==> src/rtl/bus_ctrl_pkg.sv <==
// Shared definitions for the bus transfer sequencer slice: FSM state type
// and the default immediate data-path width.
package bus_ctrl_pkg;

  localparam int unsigned DEFAULT_BUS_W = 16;

  typedef enum logic [2:0] {
    ST_IDLE  = 3'd0,
    ST_DRIVE = 3'd1,
    ST_LATCH = 3'd2,
    ST_HOLD  = 3'd3,
    ST_ERR   = 3'd4
  } state_t;

endpackage

==> src/rtl/onehot_decode.sv <==
// Index-to-one-hot decoder with enable; indices >= N decode to all zeros.
module onehot_decode #(
  parameter int unsigned N = 8,
  parameter int unsigned W = 3
) (
  input  logic [W-1:0] idx,
  input  logic         en,
  output logic [N-1:0] oh
);

  always_comb begin
    oh = '0;
    for (int unsigned i = 0; i < N; i++) begin
      if (en && (idx == W'(i))) oh[i] = 1'b1;
    end
  end

endmodule

==> src/rtl/bus_transfer_sequencer.sv <==
// Sequences one register/immediate bus transfer at a time through
// drive, latch and hold phases with registered one-hot strobes.
module bus_transfer_sequencer
  import bus_ctrl_pkg::*;
#(
  parameter int unsigned NUM_REGS = 8,
  parameter int unsigned IDX_W    = 3,
  parameter int unsigned BUS_W    = DEFAULT_BUS_W,
  parameter int unsigned SETTLE   = 1
) (
  input  logic                clk,
  input  logic                rst_n,
  input  logic                req_valid,
  output logic                req_ready,
  input  logic [IDX_W-1:0]    req_src,
  input  logic [IDX_W-1:0]    req_dst,
  input  logic                req_imm_en,
  input  logic [BUS_W-1:0]    req_imm,
  output logic [NUM_REGS-1:0] enable_oh,
  output logic [NUM_REGS-1:0] latch_oh,
  output logic                imm_drive_en,
  output logic [BUS_W-1:0]    imm_data,
  output logic                busy,
  output logic                done,
  output logic                err
);

  localparam logic [IDX_W:0] REG_LIM  = (IDX_W + 1)'(NUM_REGS);
  localparam logic [3:0]     CNT_LOAD = 4'(SETTLE - 1);

  state_t              state, state_n;
  logic [3:0]          cnt, cnt_n;
  logic [IDX_W-1:0]    src_q, dst_q, src_sel, dst_sel;
  logic                imm_en_q, imm_sel;
  logic                accept, req_ok, driving_n;
  logic [NUM_REGS-1:0] src_oh, dst_oh;

  assign req_ready = (state == ST_IDLE);
  assign accept    = req_valid && req_ready;

  always_comb begin
    req_ok = ({1'b0, req_dst} < REG_LIM);
    if (!req_imm_en)
      req_ok = req_ok && ({1'b0, req_src} < REG_LIM) && (req_src != req_dst);
  end

  always_comb begin
    state_n = state;
    cnt_n   = cnt;
    case (state)
      ST_IDLE: begin
        if (req_valid) begin
          state_n = req_ok ? ST_DRIVE : ST_ERR;
          cnt_n   = CNT_LOAD;
        end
      end
      ST_DRIVE: begin
        if (cnt == 4'd0) state_n = ST_LATCH;
        else             cnt_n   = cnt - 4'd1;
      end
      ST_LATCH: state_n = ST_HOLD;
      ST_HOLD:  state_n = ST_IDLE;
      ST_ERR:   state_n = ST_IDLE;
      default:  state_n = ST_IDLE;
    endcase
  end

  // Strobes are registered from the next state, so on the accepting edge the
  // incoming request fields are used instead of the not-yet-captured copies.
  assign src_sel   = accept ? req_src    : src_q;
  assign dst_sel   = accept ? req_dst    : dst_q;
  assign imm_sel   = accept ? req_imm_en : imm_en_q;
  assign driving_n = state_n inside {ST_DRIVE, ST_LATCH, ST_HOLD};

  onehot_decode #(.N(NUM_REGS), .W(IDX_W)) u_src_dec (
    .idx (src_sel),
    .en  (driving_n && !imm_sel),
    .oh  (src_oh)
  );

  onehot_decode #(.N(NUM_REGS), .W(IDX_W)) u_dst_dec (
    .idx (dst_sel),
    .en  (state_n == ST_LATCH),
    .oh  (dst_oh)
  );

  always_ff @(posedge clk or negedge rst_n) begin
    if (!rst_n) begin
      state        <= ST_IDLE;
      cnt          <= '0;
      src_q        <= '0;
      dst_q        <= '0;
      imm_en_q     <= 1'b0;
      enable_oh    <= '0;
      latch_oh     <= '0;
      imm_drive_en <= 1'b0;
      imm_data     <= '0;
      busy         <= 1'b0;
      done         <= 1'b0;
      err          <= 1'b0;
    end else begin
      state        <= state_n;
      cnt          <= cnt_n;
      enable_oh    <= src_oh;
      latch_oh     <= dst_oh;
      imm_drive_en <= driving_n && imm_sel;
      busy         <= driving_n;
      done         <= (state_n == ST_HOLD);
      err          <= (state_n == ST_ERR);
      if (accept) begin
        src_q    <= req_src;
        dst_q    <= req_dst;
        imm_en_q <= req_imm_en;
        if (req_ok && req_imm_en) imm_data <= req_imm;
      end
    end
  end

endmodule
==> config.mk <==
export PLATFORM = sky130hd
export DESIGN_NAME = bus_transfer_sequencer
export DESIGN_NICKNAME = d
export VERILOG_FILES = /design/src/rtl/bus_ctrl_pkg.sv /design/src/rtl/onehot_decode.sv /design/src/rtl/bus_transfer_sequencer.sv
export SDC_FILE = /design/constraint.sdc
export NUM_CORES = 1
export LEC_CHECK = 0
export ABC_CLOCK_PERIOD_IN_PS = 2000
export BUFFER_PORTS_ARGS = -buffer_cell sky130_fd_sc_hd__buf_2
export CORE_MARGIN = 8
export CORE_UTILIZATION = 35
export DETAILED_ROUTE_END_ITERATION = 8
export GPL_TIMING_DRIVEN = 0
export SLEW_MARGIN = 20
export SYNTH_ARGS = -nofsm -noshare
export SYNTH_HDL_FRONTEND = slang
export SYNTH_SLANG_ARGS = --single-unit
==> constraint.sdc <==
create_clock -name clk -period 2 [get_ports clk]
set_clock_uncertainty 0.1 [all_clocks]
set_input_delay 0.2 -clock clk [delete_from_list [all_inputs] [get_ports clk]]
set_output_delay 0.2 -clock clk [all_outputs]
set_load 0.01 [all_outputs]
# After elaboration in Yosys (flattened, before gate mapping)

Cells that the tools add are included.

Logic and storage cells: 92
Input bits: 26
Output and inout port bits: 37
Bits in registers: 50

Mux-type cells: 27
Reduce and logical (&&, ||, !) cells: 29
$add $sub $neg: 1
Equality and inequality tests: 23

Operators by type and width:

| cell                                              | number |
|---|---|
| == test 3 bit (second input constant)             | 9 |
| == test 3 x 2 -> 1 bit (second input constant)    | 7 |
| logical AND 1 bit                                 | 20 |
| two-way mux 1 bit                                 | 18 |
| two-way mux 3 bit                                 | 5 |
| == test 3 x 1 -> 1 bit (second input constant)    | 4 |
| logical NOT 3 bit                                 | 3 |
| one-hot mux 3 bit (3 select lines)                | 1 |
| two-way mux 4 bit                                 | 2 |
| one-hot mux 4 bit (2 select lines)                | 1 |
| logical NOT 4 bit                                 | 1 |
| != test 2 bit (second input constant)             | 2 |
| subtractor 4 x 1 -> 4 bit (second input constant) | 1 |
| != test 3 bit                                     | 1 |
| AND reduction 3 bit                               | 1 |
| nonzero test 3 bit                                | 1 |
| AND reduction 2 bit                               | 1 |
| nonzero test 2 bit                                | 1 |
| logical NOT 1 bit                                 | 1 |

# Depth between registers and ports, before layout

Gate-level depths: netlist (run 1).

Depth in word-level cells: 10
Depth in mapped cells: 6
Depth with buffers taken out: 6

# By module

Synthesis (run 1) repeated with hierarchy kept, for this count alone.

Cell total of the unflattened synthesis: 140
Area total of the unflattened synthesis: 2073.2 um2

By module, submodules not included:

| module                 | times used | area each (um2) | sequential area each (um2) | cells each |
|---|---|---|---|---|
| bus_transfer_sequencer | 1          | 1880.6          | 1251.2                     | 124 |
| onehot_decode          | 2          | 96.3            | 0.0                        | 8 |

# Worst setup path before layout (run 1)

Ideal clock, no wire load.

Kind: reg2reg
From: reg state[0]
To: reg imm_data[15]
Clock period less this slack: 1.619 ns
Slack: 0.381 ns
Arrival: 1.391 ns
Stages on the path, launching flop included: 6
Path buffers: 2
Library setup time: 0.127 ns
Data required time: 1.773 ns
Cells stage by stage: dfrtp_1 > nor4b_2 > buf_4 > nand2_4 > buf_6 > mux2_1

Cells in the longest elaborated chain, start to end: 3

Ends and longest elaborated chain:

| element                              | line                          | source |
|---|---|---|
| start, declared                      | bus_transfer_sequencer.sv:31  | `state_t state, state_n;` |
| start signal, assigned               | bus_transfer_sequencer.sv:102 | `state <= state_n;` |
| logical NOT 3 bit                    | bus_transfer_sequencer.sv:38  | `assign req_ready = (state == ST_IDLE);` |
| logical AND 1 bit                    | bus_transfer_sequencer.sv:39  | `assign accept = req_valid && req_ready;` |
| AND reduction 2 bit (no source line) | --                            |  |
| end signal, assigned                 | bus_transfer_sequencer.sv:114 | `if (req_ok && req_imm_en) imm_data <= req_imm;` |
| end, declared                        | bus_transfer_sequencer.sv:22  | `output logic [BUS_W-1:0] imm_data,` |

No other way between the ends.
A chain may end at the register's enable or synchronous reset.

# Worst setup path after layout (run 1)

From: reg state[2]
To: reg latch_oh[1]

Cells in the longest elaborated chain, start to end: 6
Elaborated cells on any way between the ends: 12
Classes of those cells: eq/ne: 4; mux: 5; reduce/logical: 3

Ends and longest elaborated chain:

| element                | line                          | source |
|---|---|---|
| logical NOT 3 bit      | bus_transfer_sequencer.sv:38  |  |
| logical AND 1 bit      | bus_transfer_sequencer.sv:39  |  |
| two-way mux 3 bit      | --                            |  |
| net dst_sel[0]         | bus_transfer_sequencer.sv:33  | `logic [IDX_W-1:0] src_q, dst_q, src_sel, dst_sel;` |
| == test 3 x 1 -> 1 bit | onehot_decode.sv:14           | `if (en && (idx == W'(i))) oh[i] = 1'b1;` |
| logical AND 1 bit      | onehot_decode.sv:14           |  |
| two-way mux 1 bit      | onehot_decode.sv:14           |  |
| net dst_oh[1]          | bus_transfer_sequencer.sv:36  | `logic [NUM_REGS-1:0] src_oh, dst_oh;` |
| end signal, assigned   | bus_transfer_sequencer.sv:105 | `latch_oh <= dst_oh;` |
| end, declared          | bus_transfer_sequencer.sv:20  | `output logic [NUM_REGS-1:0] latch_oh,` |

The timed path passes the listed nets, and every way through them passes these cells.

==> results_dict.tcl, run 1 <==
set metrics [dict create \
    drc_errors 0 \
    rsz0062_at_grt "false" \
    grt_max_degree 51 \
    antenna_found_initial 0 \
    vias 1425 \
    r2r-start "state[2]$_DFF_PN0_" \
    p_sw_mw 1.28 \
    finalNetCount 263 \
    die_area_um2 8520 \
    clockPowerShare 0.189 \
    p_leak_nw 1.30 \
    p_per_area_nw_per_um2 1430 \
    cp_num_buf_inv 2 \
    crit_path_end_kind "flop" \
    seqPwrFrac 0.422 \
    cp_top_family "flip-flops" \
    clk_latency_ns 0.29 \
    slew_viol_final 0 \
    combPwrFrac 0.389 \
    area_delta_synth_final_pct 26.5 \
    cts_tree "yes" \
    drtAntennaViolNets 0 \
    tightest_slew_ns 0.611 \
    die_h_um 92.3 \
    min-delay-start "req_imm[7]" \
    regArea_um2 1250 \
    synth_fp_nets 192 \
    outcome "finished, final reports clean" \
    ir_worst_vdd_mv 0.577 \
    wirelength_mm 4.19 \
    portBuffers 62 \
    finalPower_mw 3.70 \
    cp_data_arrival_time_ns 1.90 \
    viasPerCell 4.64 \
    drive_above_1_share 0.349 \
    numCtsBuffers 5 \
    synth_edf_count 0 \
    cpMaxStageDelayCell "dfrtp_1" \
    ys_seq_area_frac 0.614 \
    cp-startpoint "state[2]$_DFF_PN0_" \
    synth_ff_type "dfrtp_1" \
    nFillCells 530 \
    synth_area_um2 2040 \
    hold_violations 0 \
    globalRouteTotalUtil 0.104 \
    gp_congestion 0.737 \
    period_minus_slack_ns 1.82 \
    io_pins 63 \
    slew_headroom 0.593 \
    core_area_um2 5570 \
    std_cell_rows 27 \
    fin_crit_sh 0.909 \
    yosys.area_share.xor_xnor 0.0129 \
    diodes 0 \
    cts_sinks 50 \
    fmax_mhz 550 \
    cts_root_buffer "clkbuf_8" \
    hold_path_class "input pin to flop" \
    chipWidth_um 92.3 \
    synth_mux_area_frac 0.114 \
    dp_hpwl_mm 3.15 \
    swShare 0.347 \
    synth_area_per_cell_um2 12.4 \
    synth-compound-area-share 0.0627 \
    fin_tns_setup_ns 0 \
    htree_levels 2 \
    place_ws_ns 0.188 \
    synthArstFlopShare 1.00 \
    drt_iter0_drc 59 \
    clk_pin_slew_worst_paths_ns 0.08 \
    cts_setup_buffers 0 \
    synth-simple-area-share 0.154 \
    synthCells 164 \
    grt.overflow.total 0 \
    worst-path-max-fanout 10 \
    post_drt_wl_per_cell_um 13.6 \
    ys_warn_count 0 \
    crit_path_start_kind "flop" \
    worstPathCellList "nor4b_2 > buf_4 > mux2i_1 > inv_2 > nand2_1 > nor2_1" \
    finalSetupViolations 0 \
    multi_input_area_um2 729 \
    critical_path.max_stage_delay_ns 0.48 \
    grt_pass1_vias 1554 \
    clockBufferDepth 2 \
    internal-power_mw 2.41 \
    first_pass_iters 4 \
    crit_type "flop to flop" \
    synthAdderAreaFrac 0.0123 \
    synth_top_family_by_area "simple AND/OR/NAND/NOR gates" \
    worst-endpoint-required_ns 2.08 \
    initial_core_util 0.365 \
    ys_ff_latch 50 \
    grt_pass1_wl_mm 7.29 \
    synthDistinctLibCells 36 \
    setup_ws_ns 0.182 \
    maxCapViolations 0 \
]
[kinds of logic (layout without fill, tap and decap cells)]
| family | count (synthesis) | after routing |
|---|---|---|
| xor+xnor | 3 | 3 |
| fa+ha+maj | 2 | 2 |
| compound gates | 18 | 18 |
| mux | 20 | 20 |
| simple gates | 60 | 60 |
| buf+inv | 11 | 82 |
| flops | 50 | 50 |
[final timing paths]
kind	endpoint	slack, ns	depth (start not counted)
worst max register to register	latch_oh[1]$_DFF_PN0_	0.18	6
worst min register to register	imm_data[4]$_DFFE_PN0P_	0.39	1
max in group asynchronous	cnt[1]$_DFFE_PN0P_	1.02	2
worst min-delay path	imm_data[7]$_DFFE_PN0P_	0.02	2
min in group asynchronous	latch_oh[4]$_DFF_PN0_	0.35	2
worst max-delay path	latch_oh[1]$_DFF_PN0_	0.18	6
[cell usage in the layout (no fill, tap or decap), types with 2 or more instances in the layout]
cell,instances
mux2_1,16
dfrtp_1,50
buf_6,2
nand2_1,19
clkbuf_8,6
a22o_1,3
ha_1,2
buf_4,2
nor2_1,18
nor3_1,4
o21ai_1,7
buf_2,61
dlygate4sd3_1,2
o22a_1,2
inv_2,3
xor2_1,3
nand2b_1,6
inv_1,4
nand4b_1,2
mux2i_1,2
[power by group through the flow]
| stage | clock network (mW) | registers (mW) | logic (mW) |
|---|---|---|---|
| 2_1_floorplan | 0 | 1.68 | 0.833 |
| 3_3_place_gp | 0 | 1.56 | 1.44 |
| 4_1_cts | 0.735 | 1.56 | 1.46 |
| 3_5_place_dp | 0 | 1.58 | 1.46 |
| 6_report | 0.699 | 1.56 | 1.44 |
| 5_1_grt | 0.769 | 1.61 | 1.62 |
[layer usage]
| layer | global-route usage | routed length (um) | vias to the layer above |
|---|---|---|---|
| met2 | 0.159 | 1870 | 43 |
| met3 | 0.0395 | 364 | 4 |
| li1 | - | - | 698 |
| met4 | 0.0523 | 56 | 0 |
| met1 | 0.126 | 1890 | 680 |
| met5 | 0 | 0 | - |
[sequential cells by signal (all words and copies together) (netlist names)]
| signal | count |
|---|---|
| busy | 1 |
| cnt | 4 |
| done | 1 |
| dst_q | 3 |
| enable_oh | 8 |
| err | 1 |
| imm_data | 16 |
| imm_drive_en | 1 |
| imm_en_q | 1 |
| latch_oh | 8 |
| src_q | 3 |
| state | 3 |
[cell type report]
class / instances / area share
plain buffers: 4 / 0.0131
clock inverters: 1 / 0.0117
inverters: 7 / 0.0102
multi-input cells: 103 / 0.283
repair buffers: 64 / 0.129
clock buffers: 6 / 0.0321
well taps: 72 / 0.0350
flip-flops and latches: 50 / 0.486
[cell usage after synthesis, drive strengths merged, types with 2 or more instances]
master,number,area [um^2]
dfrtp,50,1250
nand2,20,82.6
nor2,18,67.6
mux2,16,180
o21ai,8,40.0
inv,7,26.3
nand2b,6,37.5
nor3,5,30.0
mux2i,4,52.6
a22o,3,26.3
buf,3,30.0
xor2,3,26.3
ha,2,25.0
nand4b,2,17.5
o22a,2,17.5
[timing repair]
action / CTS / global route
hold buffers: 1 / 1
endpoints found under the hold margin: 1 / 50
setup endpoints to repair: 0 / 2
gates resized for setup: 0 / 1
[per-stage QoR]
| step | util | cells | cell area [um^2] | hold slack (ns) |
|---|---|---|---|---|
| 3_3_place_gp | 0.437 | 298 | 2440 | 0.313 |
| 6_report | 0.462 | 307 | 2580 | 0.0150 |
| 3_5_place_dp | 0.437 | 298 | 2440 | 0.316 |
| 5_1_grt | 0.462 | 307 | 2580 | 0.00591 |
| 2_1_floorplan | - | 164 | 2040 | -0.196 |
| 4_1_cts | 0.459 | 306 | 2560 | 0.00217 |
Note: power is estimated with default switching activity, not from simulation.
==> inputs of run 2 (changes only) <==
Settings changed: RECOVER_POWER set to 50.
==> results_dict.tcl, run 2 (synthesized netlist as in run 1, its figures left out) <==
set metrics [dict create \
    first_pass_iters 4 \
    p_leak_nw 1.23 \
    maxCapViolations 0 \
    fmax_mhz 549 \
    cp_data_arrival_time_ns 1.94 \
    largest_reg_flops 16 \
    drc_errors 0 \
    internal-power_mw 2.39 \
    std_cell_rows 27 \
    p_sw_mw 1.29 \
    r2r_cells 5 \
    crit_path_end_kind "flop" \
    io_pins 63 \
    globalRouteTotalUtil 0.104 \
    timing.hold.ws_ns 0.0149 \
    hold_path_class "input pin to flop" \
    viasPerCell 4.67 \
    final_common_cell "dfrtp_1" \
    die_area_um2 8520 \
    diodes 0 \
    grt_pass1_vias 1554 \
    outcome "finished, final reports clean" \
    crit_type "flop to flop" \
    combPwrFrac 0.386 \
    clockBufferDepth 2 \
    r2r-start "state[2]$_DFF_PN0_" \
    core_area_um2 5570 \
    antenna_found_initial 0 \
    swShare 0.351 \
    wirelength_mm 4.21 \
    portBuffers 62 \
    whs_path_depth 2 \
    clk_latency_ns 0.29 \
    min-delay-start "req_imm[7]" \
    vias 1433 \
    gp_congestion 0.737 \
    min_to "imm_data[7]$_DFFE_PN0P_" \
    die_h_um 92.3 \
    finalNetCount 263 \
    period_minus_slack_ns 1.82 \
    crit_path_start_kind "flop" \
    slew_headroom 0.202 \
    ff2ff_setup_slack_ns 0.18 \
    numCtsBuffers 5 \
    grt.overflow.total 0 \
    tightest_slew_ns 1.20 \
    worst-path-max-fanout 10 \
    worst-endpoint-required_ns 2.12 \
    cts_tree "yes" \
    r2r_end "latch_oh[4]$_DFF_PN0_" \
    cts_sinks 50 \
    area_delta_synth_final_pct 25.3 \
    htree_levels 2 \
    drive_above_1_share 0.277 \
    initial_core_util 0.365 \
    cts_setup_buffers 0 \
    largest_register "imm_data" \
    clk_pin_slew_worst_paths_ns 0.08 \
    rsz0062_at_grt "false" \
    hold_violations 0 \
    dp_hpwl_mm 3.15 \
    p_per_area_nw_per_um2 1440 \
    top_regs "imm_data (16), enable_oh (8), latch_oh (8)" \
    drt_iter0_drc 63 \
    final_cell_mix "dfrtp_1 (50), buf_2 (44), nand2_1 (19), clkbuf_1 (18), nor2_1 (18)" \
    fin_crit_sh 0.911 \
    chipWidth_um 92.3 \
    slew_viol_final 0 \
    post_drt_wl_per_cell_um 13.7 \
    ir_worst_vdd_mv 0.579 \
    clockPowerShare 0.190 \
    finalSetupViolations 0 \
    cts_root_buffer "clkbuf_8" \
    grt_pass1_wl_mm 7.29 \
    drtAntennaViolNets 0 \
    seqPwrFrac 0.424 \
    fin_tns_setup_ns 0 \
    grt_max_degree 51 \
]
==> run 2: changes by cell type in the layout (fill, tap and decap cells not counted), sizes merged <==
cell and change:
buf -18, clkbuf +18
==> run 2: cell type report <==
type                    instances  area, um^2
clock buffers                   6        82.6
inverters                       7        26.3
repair buffers                 64         309
well taps                      72        90.1
flip-flops and latches         50        1250
fillers                       540        3020
multi-input cells             103         729
plain buffers                   4        33.8
clock inverters                 1        30.0
==> run 2: timing repair <==
item	in CTS	in global routing
hold endpoints to repair	1	50
hold buffers	1	1
setup endpoints to repair	0	2
gates resized for setup	0	1
==> run 2: worst max-delay path, stage by stage, from the launching register on <==
cell and delay (ns):
dfrtp_1 0.48, nor4b_2 0.24, buf_4 0.24, mux2i_1 0.44, nand2_1 0.13, nor2_1 0.12
==> run 2: power by group through the flow <==
stage | sequential, mW | clock, mW | combinational [mW]
after floorplan | 1.68 | 0 | 0.833
after global placement | 1.56 | 0 | 1.44
after detailed placement | 1.58 | 0 | 1.46
after CTS | 1.56 | 0.735 | 1.46
after global routing | 1.61 | 0.769 | 1.61
final | 1.56 | 0.701 | 1.42
==> run 2: how the worst max path moves through the flow <==
stage / startpoint / end / slack, ns
2_1_floorplan: state[0]$_DFF_PN0_ / imm_data[15]$_DFFE_PN0P_ / 0.38
3_3_place_gp: state[1]$_DFF_PN0_ / latch_oh[5]$_DFF_PN0_ / 0.21
4_1_cts: state[2]$_DFF_PN0_ / latch_oh[4]$_DFF_PN0_ / 0.16
3_5_place_dp: state[1]$_DFF_PN0_ / latch_oh[5]$_DFF_PN0_ / 0.19
5_1_grt: state[2]$_DFF_PN0_ / latch_oh[4]$_DFF_PN0_ / 0.01
6_report: state[2]$_DFF_PN0_ / latch_oh[4]$_DFF_PN0_ / 0.18
==> run 2: per-stage QoR <==
| step | cells | setup WS [ns] | power, mW | area, um^2 | util |
|---|---|---|---|---|---|
| 5_1_grt | 307 | 0.0103 | 3.99 | 2550 | 0.458 |
| 2_1_floorplan | 164 | 0.381 | 2.52 | 2040 | - |
| 3_5_place_dp | 298 | 0.188 | 3.04 | 2440 | 0.437 |
| 6_report | 307 | 0.178 | 3.68 | 2550 | 0.458 |
| 3_3_place_gp | 298 | 0.209 | 3.00 | 2440 | 0.437 |
| 4_1_cts | 306 | 0.164 | 3.76 | 2560 | 0.459 |
==> run 2: layer usage <==
layer | GRT usage | share of wire | up-vias
li1 | - | - | 697
met1 | 0.126 | 0.45 | 686
met2 | 0.159 | 0.45 | 46
met3 | 0.0395 | 0.086 | 4
met4 | 0.0523 | 0.013 | 0
met5 | 0 | 0 | -
